$ cat config.mk
export PLATFORM = sky130hd
export DESIGN_NAME = mem_arbiter
export DESIGN_NICKNAME = d
export VERILOG_FILES = /design/src/rtl/mem_arbiter.sv
export SDC_FILE = /design/constraint.sdc
export NUM_CORES = 1
export LEC_CHECK = 0
export CAP_MARGIN = 25
export CORE_MARGIN = 10
export CORE_UTILIZATION = 51
export CTS_CLUSTER_SIZE = 10
export DETAILED_ROUTE_END_ITERATION = 6
export DONT_BUFFER_PORTS = 1
export PLACE_DENSITY = 0.76
export SLEW_MARGIN = 0
export SYNTH_ARGS = -nofsm -noshare
export SYNTH_HDL_FRONTEND = slang
export SYNTH_SLANG_ARGS = --single-unit
export TNS_END_PERCENT = 100
$ cat constraint.sdc
create_clock -name clk -period 4.52 [get_ports clk]
set_clock_uncertainty 0.05 [all_clocks]
set_input_delay 0.452 -clock clk [delete_from_list [all_inputs] [get_ports clk]]
set_output_delay 0.452 -clock clk [all_outputs]
set_load 0.1 [all_outputs]
$ cat src/rtl/mem_arbiter.sv
// mem_arbiter: arbitrates fetch and data requests onto one shared memory port, one transaction at a time.
// Ports:
//   clk, rstn                      clock, asynchronous active-low reset
//   i_fu_req/i_fu_addr             fetch read request and word address
//   o_fu_gnt                       fetch accept pulse
//   o_fu_rvalid/o_fu_rdata         fetch response pulse and instruction word
//   i_mau_req/_we/_addr/_wdata/_len data request fields (len: 0 byte, 1 half, 2 word)
//   o_mau_gnt                      data accept pulse
//   o_mau_rvalid/o_mau_rdata       data response pulse and read data (0 for writes)
//   i_flush                        cancels fetch traffic
//   o_mem_valid/_we/_addr/_wdata/_len  shared memory request, fields zero when not valid
//   i_mem_ready                    memory accepts request
//   i_mem_rvalid/i_mem_rdata       memory response
//   o_busy                         high whenever not IDLE
module mem_arbiter #(
    parameter int STARVE_LIMIT = 4
) (
    input  logic        clk,
    input  logic        rstn,
    input  logic        i_fu_req,
    input  logic [31:0] i_fu_addr,
    output logic        o_fu_gnt,
    output logic        o_fu_rvalid,
    output logic [31:0] o_fu_rdata,
    input  logic        i_mau_req,
    input  logic        i_mau_we,
    input  logic [31:0] i_mau_addr,
    input  logic [31:0] i_mau_wdata,
    input  logic [1:0]  i_mau_len,
    output logic        o_mau_gnt,
    output logic        o_mau_rvalid,
    output logic [31:0] o_mau_rdata,
    input  logic        i_flush,
    output logic        o_mem_valid,
    output logic        o_mem_we,
    output logic [31:0] o_mem_addr,
    output logic [31:0] o_mem_wdata,
    output logic [1:0]  o_mem_len,
    input  logic        i_mem_ready,
    input  logic        i_mem_rvalid,
    input  logic [31:0] i_mem_rdata,
    output logic        o_busy
);
    typedef enum logic [1:0] {IDLE, ISSUE, WAIT} state_t;
    localparam logic [3:0] LIMIT = 4'(STARVE_LIMIT);
    state_t      state, state_nx;
    logic [3:0]  starve_cnt;
    logic        owner_fu, cancel, lat_we;
    logic [31:0] lat_addr, lat_wdata, fu_rdata_q, mau_rdata_q;
    logic [1:0]  lat_len;
    logic        fu_elig, pick_fu, pick_mau, resp;

    always_ff @(posedge clk or negedge rstn) begin
        if (!rstn) state <= IDLE;
        else       state <= state_nx;
    end

    always_comb begin
        fu_elig      = i_fu_req && !i_flush;
        pick_fu      = fu_elig && (!i_mau_req || starve_cnt == LIMIT);
        pick_mau     = i_mau_req && !pick_fu;
        // gnt is gated by rstn so no pulse escapes while reset holds the FSM in IDLE
        o_fu_gnt     = rstn && state == IDLE && pick_fu;
        o_mau_gnt    = rstn && state == IDLE && pick_mau;
        resp         = state == WAIT && i_mem_rvalid;
        // a flush coinciding with the response also suppresses it
        o_fu_rvalid  = resp && owner_fu && !cancel && !i_flush;
        o_mau_rvalid = resp && !owner_fu;
        o_fu_rdata   = o_fu_rvalid ? i_mem_rdata : fu_rdata_q;
        o_mau_rdata  = o_mau_rvalid ? (lat_we ? 32'd0 : i_mem_rdata) : mau_rdata_q;
        o_mem_valid  = state == ISSUE;
        o_mem_we     = o_mem_valid && lat_we;
        o_mem_addr   = o_mem_valid ? lat_addr : 32'd0;
        o_mem_wdata  = o_mem_valid ? lat_wdata : 32'd0;
        o_mem_len    = o_mem_valid ? lat_len : 2'd0;
        o_busy       = state != IDLE;
        state_nx     = state;
        case (state)
            IDLE:    state_nx = (o_fu_gnt || o_mau_gnt) ? ISSUE : IDLE;
            ISSUE:   state_nx = i_mem_ready ? WAIT : ISSUE;
            WAIT:    state_nx = i_mem_rvalid ? IDLE : WAIT;
            default: state_nx = IDLE;
        endcase
    end

    always_ff @(posedge clk or negedge rstn) begin
        if (!rstn) begin
            starve_cnt  <= '0;
            cancel      <= 1'b0;
            owner_fu    <= 1'b0;
            lat_we      <= 1'b0;
            lat_addr    <= '0;
            lat_wdata   <= '0;
            lat_len     <= '0;
            fu_rdata_q  <= '0;
            mau_rdata_q <= '0;
        end else begin
            if (o_fu_gnt || o_mau_gnt) begin
                owner_fu   <= pick_fu;
                lat_we     <= pick_mau && i_mau_we;
                lat_addr   <= pick_fu ? i_fu_addr : i_mau_addr;
                lat_wdata  <= pick_fu ? 32'd0 : i_mau_wdata;
                lat_len    <= pick_fu ? 2'd2 : i_mau_len;
                starve_cnt <= (o_fu_gnt || !fu_elig) ? 4'd0 :
                              (starve_cnt == LIMIT) ? starve_cnt : starve_cnt + 4'd1;
            end
            if (state == IDLE || resp) cancel <= 1'b0;
            else if (owner_fu && i_flush) cancel <= 1'b1;
            if (o_fu_rvalid) fu_rdata_q <= o_fu_rdata;
            if (o_mau_rvalid) mau_rdata_q <= o_mau_rdata;
        end
    end
endmodule

==> implementation parameters, run 1 <==
Parameter                              Value

Synth
  Count of state elements after synthesis ... 139
  Synthesized area divided by synthesized cell count ... 10.9 um^2
  Top-area cell type share of the netlist area ... 0.507
  Total of warnings raised by yosys ... 0
  Cell area after synthesis ... 6860 um^2
  Leading register cell type out of synthesis ... sky130_fd_sc_hd__dfrtp_1
  Largest cells by area after synthesis ... sky130_fd_sc_hd__dfrtp_1 (51%), sky130_fd_sc_hd__mux2_2 (11%), sky130_fd_sc_hd__and2_1 (6.1%)
  Post-synth EDFFs ... 0
  Sequential-to-total area share from yosys stat ... 0.507
  Share of async-settable or async-resettable flops after synthesis ... 1.00
  Dominant cell type by area after synthesis ... sky130_fd_sc_hd__dfrtp_1
  Post-synthesis instance total ... 630
  Total nets after synthesis ... 770
  Number of distinct standard cells referenced by the synthesized netlist ... 37

Clock tree
  Clock tree from TritonCTS ... built
  H-tree levels ... 4
  Maximum buffer depth of the clock tree ... 2
  Post-CTS setup buffers ... 0
  Insertion delay to the later sink of the worst-skew pair ... 0.40 ns
  Clock slew at the register clock pins of the worst setup and hold paths ... 0.06 ns
  Clk sinks ... 139
  Number of buffers created by CTS ... 17
  CTS root buffer ... sky130_fd_sc_hd__clkbuf_16

Critical path
  Startpoint class of the critical path ... register
  CP Class ... register to primary output
  Maximum fanout count along the critical path ... 36
  Worst path required time ... 4.02 ns
  Worst EP arrival ... 2.73 ns
  Kind of capture point of the worst setup path ... primary output

Run status
  Result of the run ... finished, violations left
  Failing checks ... hold timing

Drt
  Residual DRC ... 0
  Post-route antenna net violation count ... 0
  1st-iter DRT viols ... 264
  Overall routed net length ... 18000 um
  Router iterations before antenna repair ... 4
  Average wire per cell in the routed design ... 22.4 um
  Via count ... 4724
  Average via count per standard cell ... 5.88

STA
  Final number of hold-violating endpoints ... 43
  Upper clock frequency limit ... 0.309 GHz
  Hold slack final ... -0.0654 ns
  Number of setup violations in the final report ... 0
  Final period utilization ... 0.715
  Relative slew margins ... 0.254
  Setup repair after global routing missed its margin ... no
  Transition time of the tightest slew-check pin ... 1.12 ns
  Max Slew Vio Count ... 0
  Final sum of negative setup slack ... 0 ns
  Fin crit period ... 3.23 ns

Floorplan
  Area of the die ... 18500 um^2
  Effective utilization at floorplan ... 0.520
  Die span in y ... 136 um
  I/O pin total ... 275
  Core Area ... 13200 um^2
  Die outline width ... 136 um
  Site Rows ... 42

Final layout
  Footprint of the flip-flops and latches ... 3480 um^2
  Nets@finish ... 755
  Most frequent cells in the layout ... sky130_fd_sc_hd__dfrtp_1 (139), sky130_fd_sc_hd__and2_1 (67), sky130_fd_sc_hd__mux2_2 (64)
  Multi-input combinational cell area ... 3100 um^2
  Fraction of the core area covered by cells at the end of the flow ... 0.599
  Fraction of final layout cells with drive strength greater than 1 ... 0.252
  Fillcell total ... 1041
  Leading cell type in the layout, fill and taps excluded ... sky130_fd_sc_hd__dfrtp_1
  Area overhead of the layout relative to synthesis ... 15.1%
  Final antenna diode count ... 0

GRT
  Wire length of the first global-routing pass ... 27800 um
  Maximum number of pins on one net before global-route repair ... 140
  Total global routing overflow ... 0
  Global routing usage summed across all routing layers ... 0.189
  Vias in the first global route ... 5068
  Initial antenna violation count ... 0

Placement
  Hpwl dp ... 12900 um
  # port buffers ... 0
  Last weighted congestion value of the routability-driven placer ... 0.824

Hold path
  Worst hold path class ... input pin to async pin

Job
  Max-cap violations ... 0
==> cell families after synthesis <==
| kind of cell | after synthesis | share of synthesized area |
|---|---|---|
| buffers and inverters | 97 | 0.0624 |
| AO/OA/AOI/OAI | 176 | 0.192 |
| multiplexers | 65 | 0.107 |
| adder cells (fa/ha/maj) | 2 | 0.00365 |
| AND/OR/NAND/NOR | 151 | 0.128 |
| flip-flops | 139 | 0.507 |
==> sequential cells by signal, indices dropped and copies added (netlist names) <==
signal and flops:
lat_we 1, lat_len 2, cancel 1, lat_wdata 32
owner_fu 1, lat_addr 32, fu_rdata_q 32, starve_cnt 4
state 2, mau_rdata_q 32
==> stage by stage <==
step / setup slack (ns) / hold WS, ns / cell area, um^2 / instances
after CTS: 1.24 / 0.00944 / 7850 / 802
after global routing: 1.14 / 0.0300 / 7900 / 804
after global placement: 1.74 / 0.111 / 7040 / 761
final: 1.29 / -0.0654 / 7900 / 804
after detailed placement: 1.63 / 0.112 / 7260 / 769
after floorplan: 0.968 / 0.106 / 6860 / 630
==> Yosys cell counts, drive strengths merged (2+ instances only) <==
master / number
nor2b: 2
a22o: 35
mux2: 64
dfrtp: 139
nand2b: 37
buf: 25
o211ai: 32
o221a: 32
and2: 67
nand4: 2
nand3: 2
ha: 2
a21oi: 3
clkbuf: 29
nand2: 33
inv: 43
o21ai: 67
==> layout make-up <==
| class | count | area share |
|---|---|---|
| Sequential cell | 139 | 0.441 |
| Multi-Input combinational cell | 394 | 0.392 |
| Clock buffer | 18 | 0.0543 |
| Timing Repair Buffer | 20 | 0.0475 |
| Tap cell | 176 | 0.0279 |
| Inverter | 43 | 0.0204 |
| Clock inverter | 14 | 0.0171 |
==> path summary, 6_finish.rpt <==
kind | from | endpoint | slack (ns) | cells after the start
hold reg to reg | mau_rdata_q[1] | mau_rdata_q[1] | 0.44 | 2
min in group clk | i_mem_ready | state[1] | 0.13 | 2
setup / recovery | state[1] | o_mau_gnt | 1.29 | 2
max in group asynchronous | rstn | lat_addr[11] | 3.89 | 1
hold / removal | rstn | mau_rdata_q[7] | -0.07 | 1
setup reg to reg | state[1] | lat_wdata[23] | 1.60 | 4
==> what timing repair did <==
item,in CTS,in global routing
gates resized for setup,0,0
hold buffers,1,0
endpoints found under the hold margin,139,0
==> layer usage <==
| layer | share of wire | track usage | wire length, um |
|---|---|---|---|
| met1 | 0.39 | 0.218 | 7090 |
| met2 | 0.49 | 0.309 | 8880 |
| met3 | 0.10 | 0.0878 | 1800 |
| met4 | 0.012 | 0.0509 | 220 |
| met5 | 0 | 0 | 0 |
==> critical path, stage by stage (launching register included) <==
cell	delay (ns)
sky130_fd_sc_hd__dfrtp_1	0.50
sky130_fd_sc_hd__and4bb_2	0.87
sky130_fd_sc_hd__o21a_2	0.93
Power of run 1 is left out: the tool's default activity adds up to more than one toggle a clock period on the data nets, which glitch-free logic cannot reach.
==> run 2, diff against run 1 <==
==> constraint.sdc (replaced) <==
create_clock -name clk -period 3.1 [get_ports clk]
set_clock_uncertainty 0.05 [all_clocks]
set_input_delay 0.31 -clock clk [delete_from_list [all_inputs] [get_ports clk]]
set_output_delay 0.31 -clock clk [all_outputs]
set_load 0.1 [all_outputs]
==> run 2 against run 1 <==
The flow still finishes with violations (hold timing). Hold slack got worse by 0.40 ns. Via count increased by 19%. Core utilization increased by 11 points. Die area unchanged. Register-to-register slack got worse by 0.70 ns. Worst setup slack got worse by 1.0 ns. Global-route usage increased by 3.7 points. Non-clock buffer count increased by 172. Sequential share of layout area decreased by 6.7 points. Wire length increased by 18%. Critical path type unchanged.
==> implementation parameters, run 2 (synthesis gave the netlist of run 1 again) <==
Parameter                              Value

GRT
  Global routing's busiest layer ... met2
  Vias in the first global route ... 5971 (+18%)
  Maximum number of pins on one net before global-route repair ... 142 (+1.4%)
  Initial antenna violation count ... 0 (unchanged)
  Met2 demand-to-capacity share in global routing ... 0.374 (+0.0651)
  Global routing usage summed across all routing layers ... 0.226 (+0.0372)
  Wire length of the first global-routing pass ... 33100 um (+19%)
  Routing usage on met1 ... 0.254 (+0.0363)
  Global-route met3 utilization ... 0.0923 (+0.00443)
  Total global routing overflow ... 0 (unchanged)

Clock tree
  Number of buffers created by CTS ... 17 (unchanged)
  CTS root buffer ... sky130_fd_sc_hd__clkbuf_16
  Total of hold buffers inserted after clock tree synthesis ... 66 (+65)
  Post-cts sizing count ... 0 (unchanged)
  Post-CTS setup buffers ... 0 (unchanged)
  Maximum buffer depth of the clock tree ... 2 (unchanged)
  H-tree levels ... 4 (unchanged)
  Clk sinks ... 139 (unchanged)
  Insertion delay to the later sink of the worst-skew pair ... 0.42 ns (+0.02 ns)
  Clock slew at the register clock pins of the worst setup and hold paths ... 0.06 ns (about the same)
  Clock tree from TritonCTS ... built

Placement
  Hpwl dp ... 14300 um (+11%)
  Cell total after placement ... 877 (+14%)
  Place WS ... 0.720 ns (-0.912 ns)
  # port buffers ... 0 (unchanged)
  Last weighted congestion value of the routability-driven placer ... 0.835 (+1.4%)
  Placed cell areas ... 8070 um^2 (+11%)

Final layout
  Nets@finish ... 927 (+23%)
  Most frequent cells in the layout ... sky130_fd_sc_hd__dfrtp_1 (139), sky130_fd_sc_hd__buf_4 (111), sky130_fd_sc_hd__and2_1 (67)
  Fraction of final layout cells with drive strength greater than 1 ... 0.330 (+0.0784)
  Area overhead of the layout relative to synthesis ... 35.8%
  Fraction of the core area covered by cells at the end of the flow ... 0.706 (+0.107)
  Final design area excluding fillers ... 9310 um^2 (+18%)
  Post-route non-filler standard cell count ... 977 (+22%)
  Leading cell type in the layout, fill and taps excluded ... sky130_fd_sc_hd__dfrtp_1

STA
  Fin crit period ... 2.83 ns
  Final number of hold-violating endpoints ... 139 (+220%)
  Relative slew margins ... 0.367 (+0.113)
  Upper clock frequency limit ... 0.353 GHz
  Max Slew Vio Count ... 0 (unchanged)
  Hold slack final ... -0.462 ns (-0.397 ns)
  Number of setup violations in the final report ... 0 (unchanged)
  Final period utilization ... 0.913
  Setup repair after global routing missed its margin ... no
  Transition time of the tightest slew-check pin ... 0.949 ns (-0.169 ns)
  Worst-case setup margin in the final layout ... 0.268 ns (-1.02 ns)

Drt
  Average wire per cell in the routed design ... 21.7 um (-2.9%)
  Via count ... 5602 (+19%)
  Router iterations before antenna repair ... 5 (+1)
  Average via count per standard cell ... 5.73 (-2.4%)
  Residual DRC ... 0 (unchanged)
  Overall routed net length ... 21200 um (+18%)
  Post-route antenna net violation count ... 0 (unchanged)
  1st-iter DRT viols ... 294 (+11%)

Floorplan
  Core Area ... 13200 um^2 (unchanged)
  Die outline width ... 136 um (unchanged)
  Site Rows ... 42 (unchanged)
  Die span in y ... 136 um (unchanged)
  Area of the die ... 18500 um^2 (unchanged)
  I/O pin total ... 275 (unchanged)
  Effective utilization at floorplan ... 0.520 (unchanged)

Critical path
  Kind of capture point of the worst setup path ... primary output
  Worst path required time ... 2.74 ns (-1.28 ns)
  Startpoint class of the critical path ... register
  CP Class ... register to primary output
  Maximum fanout count along the critical path ... 59 (+64%)
  Worst EP arrival ... 2.47 ns (-0.26 ns)

Hold path
  Worst hold path class ... input pin to async pin

Run status
  Result of the run ... finished, violations left
  Failing checks ... hold timing

Job
  Max-cap violations ... 0 (unchanged)
[run 2: final timing paths]
kind                            startpoint               to  slack [ns]  depth (start not counted)
setup / recovery                  state[1]  o_mau_rdata[26]        0.27                          4
hold / removal                        rstn   fu_rdata_q[13]       -0.46                          0
setup reg to reg                  state[1]      lat_addr[2]        0.90                          4
hold reg to reg              lat_wdata[14]    lat_wdata[14]        0.44                          1
max in group asynchronous             rstn   fu_rdata_q[31]        3.26                          0
min in group clk           i_mau_wdata[25]    lat_wdata[25]        0.02                          1
[run 2: layer usage]
metal  share of wire  vias up  wire length, um
met4           0.027        0              578
li1                -     2560                -
met3           0.099       44             2110
met5               0        -                0
met1            0.37     2761             7830
met2            0.50      237            10700
[run 2: cell type report]
type | count | area, um^2
Multi-Input combinational cell | 394 | 3100
Inverter | 43 | 161
Timing Repair Buffer | 192 | 1800
Sequential cell | 139 | 3480
Clock inverter | 12 | 92.6
Clock buffer | 20 | 457
Antenna cell | 1 | 2.50
Fill cell | 895 | 3880
Tap cell | 176 | 220
[run 2: metrics by stage]
stage | setup TNS [ns] | hold slack (ns)
floorplan | -9.84 | -0.0356
global placement | 0 | -0.0304
detailed placement | 0 | -0.0308
CTS | 0 | -0.479
global route | 0 | -0.484
finish | 0 | -0.462
[run 2: critical path, stage by stage, from the launching register on]
cell and delay (ns):
sky130_fd_sc_hd__dfrtp_1 0.54, sky130_fd_sc_hd__nand4bb_4 0.56, sky130_fd_sc_hd__buf_12 0.42, sky130_fd_sc_hd__o21ai_2 0.18, sky130_fd_sc_hd__buf_4 0.31
Power of run 2 is left out for the same reason.
==> run 3, diff against run 2 <==
--- a/config.mk
+++ b/config.mk
@@ -12,6 +12,7 @@
 export DETAILED_ROUTE_END_ITERATION = 6
 export DONT_BUFFER_PORTS = 1
 export PLACE_DENSITY = 0.76
+export SETUP_SLACK_MARGIN = 0.15
 export SLEW_MARGIN = 0
 export SYNTH_ARGS = -nofsm -noshare
 export SYNTH_HDL_FRONTEND = slang
==> run 3 against run 2 <==
The flow still finishes with violations (hold timing). Count of clock-buffer cells in the layout is the same. Hold slack gained 0.00053 ns. Global-route usage is the same. Critical path depth is the same. Non-clock buffer count is the same. Register-to-register slack lost 0.06 ns. Via count grew 0.75%. First-iteration DRC count grew 3.7%. Wire length grew 2.1%. Sequential share of layout area shrank 0.065 points. Core utilization grew 0.12 points. Fmax grew 4.4%. Critical endpoint is now o_mau_rdata[19].
==> implementation parameters, run 3 (synthesis gave the netlist of run 1 again) <==
Parameter                              Value

Run status
  Result of the run ... finished, violations left
  Failing checks ... hold timing

Placement
  Hpwl dp ... 14300 um (unchanged)
  Last weighted congestion value of the routability-driven placer ... 0.835 (unchanged)
  # port buffers ... 0 (unchanged)
  Placed cell areas ... 8070 um^2 (unchanged)

Floorplan
  Die span in y ... 136 um (unchanged)
  Core Area ... 13200 um^2 (unchanged)
  Area of the die ... 18500 um^2 (unchanged)
  I/O pin total ... 275 (unchanged)
  Die outline width ... 136 um (unchanged)
  Site Rows ... 42 (unchanged)
  Effective utilization at floorplan ... 0.520 (unchanged)

Critical path
  Worst path required time ... 2.74 ns (about the same)
  Kind of capture point of the worst setup path ... primary output
  Largest stage delay on the critical path ... 0.60 ns (+0.04 ns)
  Startpoint class of the critical path ... register
  Crit path cell chain ... nand4bb_4, buf_12, o21ai_2, buf_4
  Top cell family by delay on the critical path ... buffers and inverters
  CP max stage cell ... sky130_fd_sc_hd__dfrtp_1
  CP Class ... register to primary output
  Worst EP arrival ... 2.35 ns (-0.12 ns)
  Number of buffer and inverter instances along the worst setup path ... 2 (unchanged)
  Maximum fanout count along the critical path ... 59 (unchanged)

Clock tree
  Clock slew at the register clock pins of the worst setup and hold paths ... 0.06 ns (about the same)
  H-tree levels ... 4 (unchanged)
  Post-cts sizing count ... 0 (unchanged)
  Maximum buffer depth of the clock tree ... 2 (unchanged)
  Insertion delay to the later sink of the worst-skew pair ... 0.42 ns (about the same)
  CTS root buffer ... sky130_fd_sc_hd__clkbuf_16
  Post-CTS setup buffers ... 0 (unchanged)
  Number of buffers created by CTS ... 17 (unchanged)
  Clock tree from TritonCTS ... built
  Clk sinks ... 139 (unchanged)
  Total of hold buffers inserted after clock tree synthesis ... 66 (unchanged)

Drt
  Average via count per standard cell ... 5.77 (+0.65%)
  1st-iter DRT viols ... 305 (+3.7%)
  Overall routed net length ... 21700 um (+2.1%)
  Average wire per cell in the routed design ... 22.2 um (+2.0%)
  Router iterations before antenna repair ... 4 (-1)
  Via count ... 5644 (+0.75%)
  Post-route antenna net violation count ... 0 (unchanged)
  Residual DRC ... 0 (unchanged)

Hold path
  Worst hold path class ... input pin to async pin

GRT
  Maximum number of pins on one net before global-route repair ... 142 (unchanged)
  Initial antenna violation count ... 0 (unchanged)
  Wire length of the first global-routing pass ... 33100 um (unchanged)
  Global routing usage summed across all routing layers ... 0.226 (unchanged)
  Total global routing overflow ... 0 (unchanged)
  Vias in the first global route ... 5971 (unchanged)

STA
  Setup repair after global routing missed its margin ... no
  Hold slack final ... -0.462 ns (+0.000531 ns)
  Final period utilization ... 0.875 (-0.0387)
  Relative slew margins ... 0.351 (-0.0164)
  Fin crit period ... 2.71 ns (-0.120 ns)
  Final number of hold-violating endpoints ... 139 (unchanged)
  Transition time of the tightest slew-check pin ... 0.974 ns (+0.0246 ns)
  Number of setup violations in the final report ... 0 (unchanged)
  Max Slew Vio Count ... 0 (unchanged)
  Upper clock frequency limit ... 0.369 GHz (+4.4%)

Final layout
  Final design area excluding fillers ... 9330 um^2 (+0.17%)
  Most frequent cells in the layout ... sky130_fd_sc_hd__dfrtp_1 (139), sky130_fd_sc_hd__buf_4 (111), sky130_fd_sc_hd__and2_1 (67)
  Nets@finish ... 928 (+0.11%)
  Area overhead of the layout relative to synthesis ... 36.0%
  Leading cell type in the layout, fill and taps excluded ... sky130_fd_sc_hd__dfrtp_1
  Fraction of final layout cells with drive strength greater than 1 ... 0.331 (+0.000836)
  Fraction of the core area covered by cells at the end of the flow ... 0.707 (+0.00123)

Job
  Max-cap violations ... 0 (unchanged)
-- run 3: changes by cell type in the layout (fill, tap and decap cells not counted) --
| cell | change |
|---|---|
| sky130_fd_sc_hd__nand4bb_2 | +1 |
-- run 3: routing by layer --
metal / GRT usage / share of wire / up-vias
li1: - / - / 2561
met1: 0.254 / 0.37 / 2789
met2: 0.374 / 0.50 / 254
met3: 0.0923 / 0.098 / 40
met4: 0.0899 / 0.025 / 0
met5: 0 / 0 / -
-- run 3: worst paths after layout --
kind,slack (ns),depth (start not counted),start,to
min in group clk,0.02,1,i_mau_wdata[25],lat_wdata[25]
min,-0.46,0,rstn,fu_rdata_q[13]
max reg2reg,0.84,4,state[1],lat_addr[2]
max in group asynchronous,3.28,0,rstn,fu_rdata_q[20]
max,0.39,4,state[1],o_mau_rdata[19]
min reg2reg,0.44,1,lat_wdata[16],lat_wdata[16]
-- run 3: metrics by stage --
| stage | TNS [ns] | setup WS (ns) | cells |
|---|---|---|---|
| CTS | 0 | 0.264 | 975 |
| detailed placement | 0 | 0.720 | 877 |
| finish | 0 | 0.388 | 978 |
| global placement | 0 | 0.822 | 877 |
| global route | 0 | 0.226 | 977 |
| floorplan | -9.84 | -0.310 | 630 |
-- run 3: final cells by class --
class / count / area, um^2
Fill cell: 896 / 3860
Sequential cell: 139 / 3480
Multi-Input combinational cell: 395 / 3110
Timing Repair Buffer: 192 / 1800
Clock buffer: 20 / 457
Tap cell: 176 / 220
Inverter: 43 / 161
Clock inverter: 12 / 92.6
Antenna cell: 1 / 2.50
Power of run 3 is left out for the same reason.
